### src/rtl/tdm_demux_4ch.sv
`default_nettype none
// ============================================================================
//  Module   : tdm_demux_4ch
//  Purpose  : Receive-side demultiplexer for a 4:1 slot-multiplexed link.
//             Each valid beat carries one W-bit slot sample. A start-of-frame
//             marker on the slot-0 beat establishes alignment. Slots 0..2 are
//             collected in shadow registers, and the slot-3 beat commits a
//             whole frame to the channel outputs in a single update.
//  Revision : 1.0  initial release
// ----------------------------------------------------------------------------
//  Ports
//    clk          in   1    rising-edge clock
//    rst_n        in   1    asynchronous active-low reset
//    din          in   W    slot sample
//    din_valid    in   1    din valid this cycle (one beat = one slot)
//    sof          in   1    start of frame, qualified by din_valid
//    y            out  4W   channel outputs, ch0 in LSBs (registered)
//    frame_valid  out  1    one-cycle pulse: y holds a new complete frame
//    sync_err     out  1    one-cycle pulse: framing violation detected
//    locked       out  1    high while frame alignment is held
//    slot         out  2    slot expected for the next beat (0 while hunting)
// ============================================================================
module tdm_demux_4ch #(
  parameter int W = 1
) (
  input  logic           clk,
  input  logic           rst_n,
  input  logic [W-1:0]   din,
  input  logic           din_valid,
  input  logic           sof,
  output logic [4*W-1:0] y,
  output logic           frame_valid,
  output logic           sync_err,
  output logic           locked,
  output logic [1:0]     slot
);

  typedef enum logic [0:0] {
    ST_HUNT = 1'b0,
    ST_SYNC = 1'b1
  } state_t;

  state_t         r_state, w_state_nxt;
  logic [1:0]     r_slot,  w_slot_nxt;
  logic [W-1:0]   r_sh0,   w_sh0_nxt;
  logic [W-1:0]   r_sh1,   w_sh1_nxt;
  logic [W-1:0]   r_sh2,   w_sh2_nxt;
  logic [4*W-1:0] r_y,     w_y_nxt;
  logic           r_fv,    w_fv_nxt;
  logic           r_err,   w_err_nxt;

  // --------------------------------------------------------------------------
  // State and output registers
  // --------------------------------------------------------------------------
  always_ff @(posedge clk or negedge rst_n) begin
    if (!rst_n) begin
      r_state <= ST_HUNT;
      r_slot  <= 2'd0;
      r_sh0   <= '0;
      r_sh1   <= '0;
      r_sh2   <= '0;
      r_y     <= '0;
      r_fv    <= 1'b0;
      r_err   <= 1'b0;
    end else begin
      r_state <= w_state_nxt;
      r_slot  <= w_slot_nxt;
      r_sh0   <= w_sh0_nxt;
      r_sh1   <= w_sh1_nxt;
      r_sh2   <= w_sh2_nxt;
      r_y     <= w_y_nxt;
      r_fv    <= w_fv_nxt;
      r_err   <= w_err_nxt;
    end
  end

  // --------------------------------------------------------------------------
  // Next-state logic. Everything holds by default; the pulses default low so
  // an idle cycle only clears them.
  // --------------------------------------------------------------------------
  always_comb begin
    w_state_nxt = r_state;
    w_slot_nxt  = r_slot;
    w_sh0_nxt   = r_sh0;
    w_sh1_nxt   = r_sh1;
    w_sh2_nxt   = r_sh2;
    w_y_nxt     = r_y;
    w_fv_nxt    = 1'b0;
    w_err_nxt   = 1'b0;

    if (din_valid) begin
      unique case (r_state)
        ST_HUNT: begin
          // Only a marked beat can establish alignment; anything else is dropped.
          if (sof) begin
            w_sh0_nxt   = din;
            w_slot_nxt  = 2'd1;
            w_state_nxt = ST_SYNC;
          end
        end

        ST_SYNC: begin
          if (sof) begin
            // A marker is always honoured as slot 0. If it arrives mid-frame,
            // the partial frame is abandoned and an error is flagged, but
            // alignment is kept because the marker itself is trustworthy.
            w_err_nxt  = (r_slot != 2'd0);
            w_sh0_nxt  = din;
            w_slot_nxt = 2'd1;
          end else begin
            unique case (r_slot)
              2'd0: begin
                // Slot 0 arrived without its marker, so alignment is lost.
                w_err_nxt   = 1'b1;
                w_state_nxt = ST_HUNT;
                w_slot_nxt  = 2'd0;
              end
              2'd1: begin
                w_sh1_nxt  = din;
                w_slot_nxt = 2'd2;
              end
              2'd2: begin
                w_sh2_nxt  = din;
                w_slot_nxt = 2'd3;
              end
              2'd3: begin
                // Commit all four channels together so consumers never see
                // a mix of samples from two frames.
                w_y_nxt    = {din, r_sh2, r_sh1, r_sh0};
                w_fv_nxt   = 1'b1;
                w_slot_nxt = 2'd0;
              end
              default: begin
                w_slot_nxt = 2'd0;
              end
            endcase
          end
        end

        default: begin
          w_state_nxt = ST_HUNT;
          w_slot_nxt  = 2'd0;
        end
      endcase
    end
  end

  assign y           = r_y;
  assign frame_valid = r_fv;
  assign sync_err    = r_err;
  assign locked      = (r_state == ST_SYNC);
  assign slot        = r_slot;

endmodule
`default_nettype wire
### config.mk
export PLATFORM = sky130hd
export DESIGN_NAME = tdm_demux_4ch
export DESIGN_NICKNAME = d
export VERILOG_FILES = /design/src/rtl/tdm_demux_4ch.sv
export SDC_FILE = /design/constraint.sdc
export NUM_CORES = 1
export LEC_CHECK = 0
export BUFFER_PORTS_ARGS = -buffer_cell sky130_fd_sc_hd__buf_2
export CAP_MARGIN = 40
export CORE_MARGIN = 2
export CORE_UTILIZATION = 30
export CTS_BUF_LIST = sky130_fd_sc_hd__clkbuf_8
export DETAILED_ROUTE_END_ITERATION = 12
export GPL_TIMING_DRIVEN = 0
export PLACE_DENSITY = 0.48
export RECOVER_POWER = 100
export SYNTH_ARGS = -nofsm -noshare
export SYNTH_HDL_FRONTEND = slang
export SYNTH_SLANG_ARGS = --single-unit
### constraint.sdc
create_clock -name clk -period 3.6 [get_ports clk]
set_input_delay 0.72 -clock clk [delete_from_list [all_inputs] [get_ports clk]]
set_output_delay 0.72 -clock clk [all_outputs]
set_load 0.005 [all_outputs]
Word level (Yosys, flattened, before mapping)
Cells that the tools add are included.
- flip-flop bits (word level): 12
- input bits: 5
- output and inout bits: 9
- logic and storage cells: 39
- equal/unequal tests: 4
- mux-type cells: 17
- bitwise operators: 2
- reduce and logical (&&, ||, !) cells: 8
- operators by type and width (operator ; count):
    1-bit two-way mux ; 12
    4-bit AND reduction ; 3
    2-bit one-hot mux with 3 select lines ; 1
    2-bit == test (second input constant) ; 2
    2-bit two-way mux ; 2
    2-bit one-hot mux with 2 select lines ; 1
    2-bit AND reduction ; 2
    2-bit by 1-bit == test with 1-bit output (second input constant) ; 1
    2-bit zero test ; 1
    2-bit inequality test (second input constant) ; 1
    1-bit inverter ; 2
    1-bit one-hot mux with 2 select lines ; 1
    2-bit nonzero test ; 1
    2-bit OR reduction ; 1

Logic depth before layout (Yosys ltp)
- depth in word-level cells: 5
- mapped depth: 4
- gate-level depth less buffers: 4

Worst setup path after synthesis
No wires, ideal clock.
- kind: input to register
- from: in sof
- to: reg r_y[0], in the netlist y[0]
- setup time: 0.125 ns
- data arrival time: 1.294 ns
- required time: 3.475 ns
- slack: 2.182 ns
- stages: 3
- buffers on the path: 1
- cell sequence: buf_6 > nand4b_4 > mux2_2
- cells in the longest elaborated chain, start to end: 2
- ends and longest elaborated chain (item ; RTL line ; text):
    from (decl) ; 30 ; input logic sof,
    1-bit inverter (no source line) ; n/a ;
    4-bit AND reduction (no source line) ; n/a ;
    to (signal assigned) ; 71 ; r_y <= w_y_nxt;
    to (decl) ; 48 ; logic [4*W-1:0] r_y, w_y_nxt;
No other way between the ends.
A chain may end at the register's enable or synchronous reset.

Worst setup path after layout
- from: in sof
- to: reg r_y[2], in the netlist y[2]
The elaborated chain is that of the path after synthesis.

==> results.toml <==
[setup_path]
worstSetupEndpointType = "flop"
slowest_delay_ps = 370
crit_buf_inv = 1
critical-path-slowest-cell = "mux2_2"
path_max_fanout = 10
critPathTopFamily = "multiplexers"
cp_data_arrival_time_ps = 1670
startpoint_type = "input pin"
path_class = "input pin to flop"
worstPathCellList = "clkbuf_1, nand4b_1, mux2_2"
required_ps = 3720

[die]
die-area_mm2 = 0.00242
die_y_um = 49.2
io_pins = 14
num_rows = 16
die_x_um = 49.2
fp.coreArea_mm2 = 0.00194
initial_core_util_pct = 31.5

[cts]
htree_levels = 1
hold_buffers = 0
cts_setup_buffers = 0
insertion_delay_ps = 240
cts_buffers = 3
tritoncts = "done"
clock_path_buffers = 2
cts_root_buffer = "clkbuf_8"
path_clk_slew_ps = 50
ctsResizeCount = 0
clkSinkCount = 12

[synth]
ys_seq_elements = 12
ys_types = 17
yosysSeqAreaShare_pct = 49.1
syn_inst = 47
syn_area_per_cell_um2 = 13.0
syn_nets = 58
yosysWarnings = 0
syn-cell-area_um2 = 612

[status]
status = "finished, final reports clean"

[placement]
gp_congestion = 0.688
io_buffers = 12
hpwl_um = 727

[timing]
slew_headroom_pct = 56.4
slew_violations = 0
skew_ps = 1.56
fin_crit_sh_pct = 43.0
period_minus_slack_ps = 1550
max_freq_ghz = 0.646
setup_viol = 0
rsz0062_at_grt = "no"
setup_tns_ps = 0
hold_viol = 0
tightest_slew_ps = 654

[job]
cap_violations = 0

[pwr]
p_per_area_mw_per_mm2 = 701
cellLeakagePower_uw = 0.000353
irDropWorstVdd_mv = 0.262

[cells_and_area]
final_common_cell = "dfrtp_1"
nets = 75
antenna_cells = 0
fillCellCount = 205
final-seq-area_um2 = 300
layout.cells.most_common_list = "dfrtp_1 (12), clkbuf_1 (7), mux2_2 (7), buf_2 (7), ha_1 (6)"
multiInputGateArea_um2 = 251
syn2layout_area_growth_pct = 18.4
final_core_util_pct = 37.3
drive_gt1_share_pct = 31.7

[global_routing]
grt_use_met2_pct = 16.7
grt_use_met1_pct = 11.8
gr-usage-met3_pct = 1.84
antenna_found_initial = 0
overflow = 0
grt_usage_pct = 10.1
grt_start_max_net_pins = 13
grt-busiest-layer = "met2"
first_global_vias = 407
grt_pass1_wl_mm = 1.81

[detailed_routing]
ant_nets = 0
first_pass_iters = 1
drt_iter0_drc = 0
wl_per_cell_um = 11.0
drc = 0
routed_via_density = 4.39
num_vias = 395
wl_um = 990

[worst_hold_path]
hp-class = "input pin to async pin"
## synth_stat cells, drive strengths merged
master / n / area [um2]
dfrtp: 12 / 300
a21oi: 1 / 5.00
nand4b: 3 / 41.3
o221ai: 1 / 8.76
and4bb: 1 / 12.5
nand2: 2 / 7.51
mux2: 7 / 78.8
nor3: 2 / 10.0
buf: 3 / 30.0
a31oi: 1 / 6.26
or3b: 1 / 8.76
ha: 6 / 75.1
inv: 4 / 15.0
nand3: 1 / 5.00
nor2: 2 / 7.51
## flip-flops by register name, indices dropped and copies added (netlist names)
register     cells
y                4
r_sh0            1
sync_err         1
locked           1
r_sh1            1
slot             2
r_sh2            1
frame_valid      1
## cell type report
type | instances | area share, %
Inverter | 4 | 2.07
Tap cell | 27 | 4.66
Clock buffer | 4 | 7.60
Buffer | 3 | 2.07
Timing Repair Buffer | 12 | 7.43
Multi-Input combinational cell | 28 | 34.7
Sequential cell | 12 | 41.5
## report_power, final
group,internal [uW],switching (uW)
clock network,96.5,47.7
registers,186,28.9
logic,80.5,68.4
total,363,145
## metrics by stage
step	setup WS, ps	total power, uW	hold slack (ps)	cell area, um2	std cells
after floorplan	2180	320	424	612	47
after global placement	2070	382	482	706	86
after detailed placement	2050	385	490	706	86
after CTS	2050	533	364	761	90
after global routing	1940	550	504	724	90
final	2050	508	482	724	90
## per-layer routing
metal | wire, um | share of wire (%)
met4 | 29 | 2.9
met3 | 44 | 4.4
met2 | 464 | 47
met5 | 0 | 0
met1 | 450 | 45
## final timing paths
| path | end | start | depth (start not counted) | slack [ps] |
|---|---|---|---|---|
| setup / recovery | y[2]$_DFFE_PN0P_ | sof | 3 | 2050 |
| hold / removal | locked$_DFFE_PN0P_ | rst_n | 1 | 480 |
| max in group asynchronous | y[2]$_DFFE_PN0P_ | rst_n | 1 | 2700 |
| setup reg to reg | y[2]$_DFFE_PN0P_ | slot[0]$_DFFE_PN0P_ | 3 | 2220 |
| hold reg to reg | y[3]$_DFFE_PN0P_ | y[3]$_DFFE_PN0P_ | 1 | 500 |
| min in group clk | y[3]$_DFFE_PN0P_ | y[3]$_DFFE_PN0P_ | 1 | 500 |
## cells by family after synthesis
kind of cell,after synthesis,synth area share [%]
compound gates,3,3.27
fa+ha+maj,6,12.3
buf+inv,7,7.36
flops,12,49.1
mux,7,12.9
simple gates,12,15.1
## worst register-to-register path, stage by stage, from the launching register on
cell and delay [ps]:
dfrtp_1 430, ha_1 220, nand4b_1 250, mux2_2 370
Power figures use the tool's default switching activity.
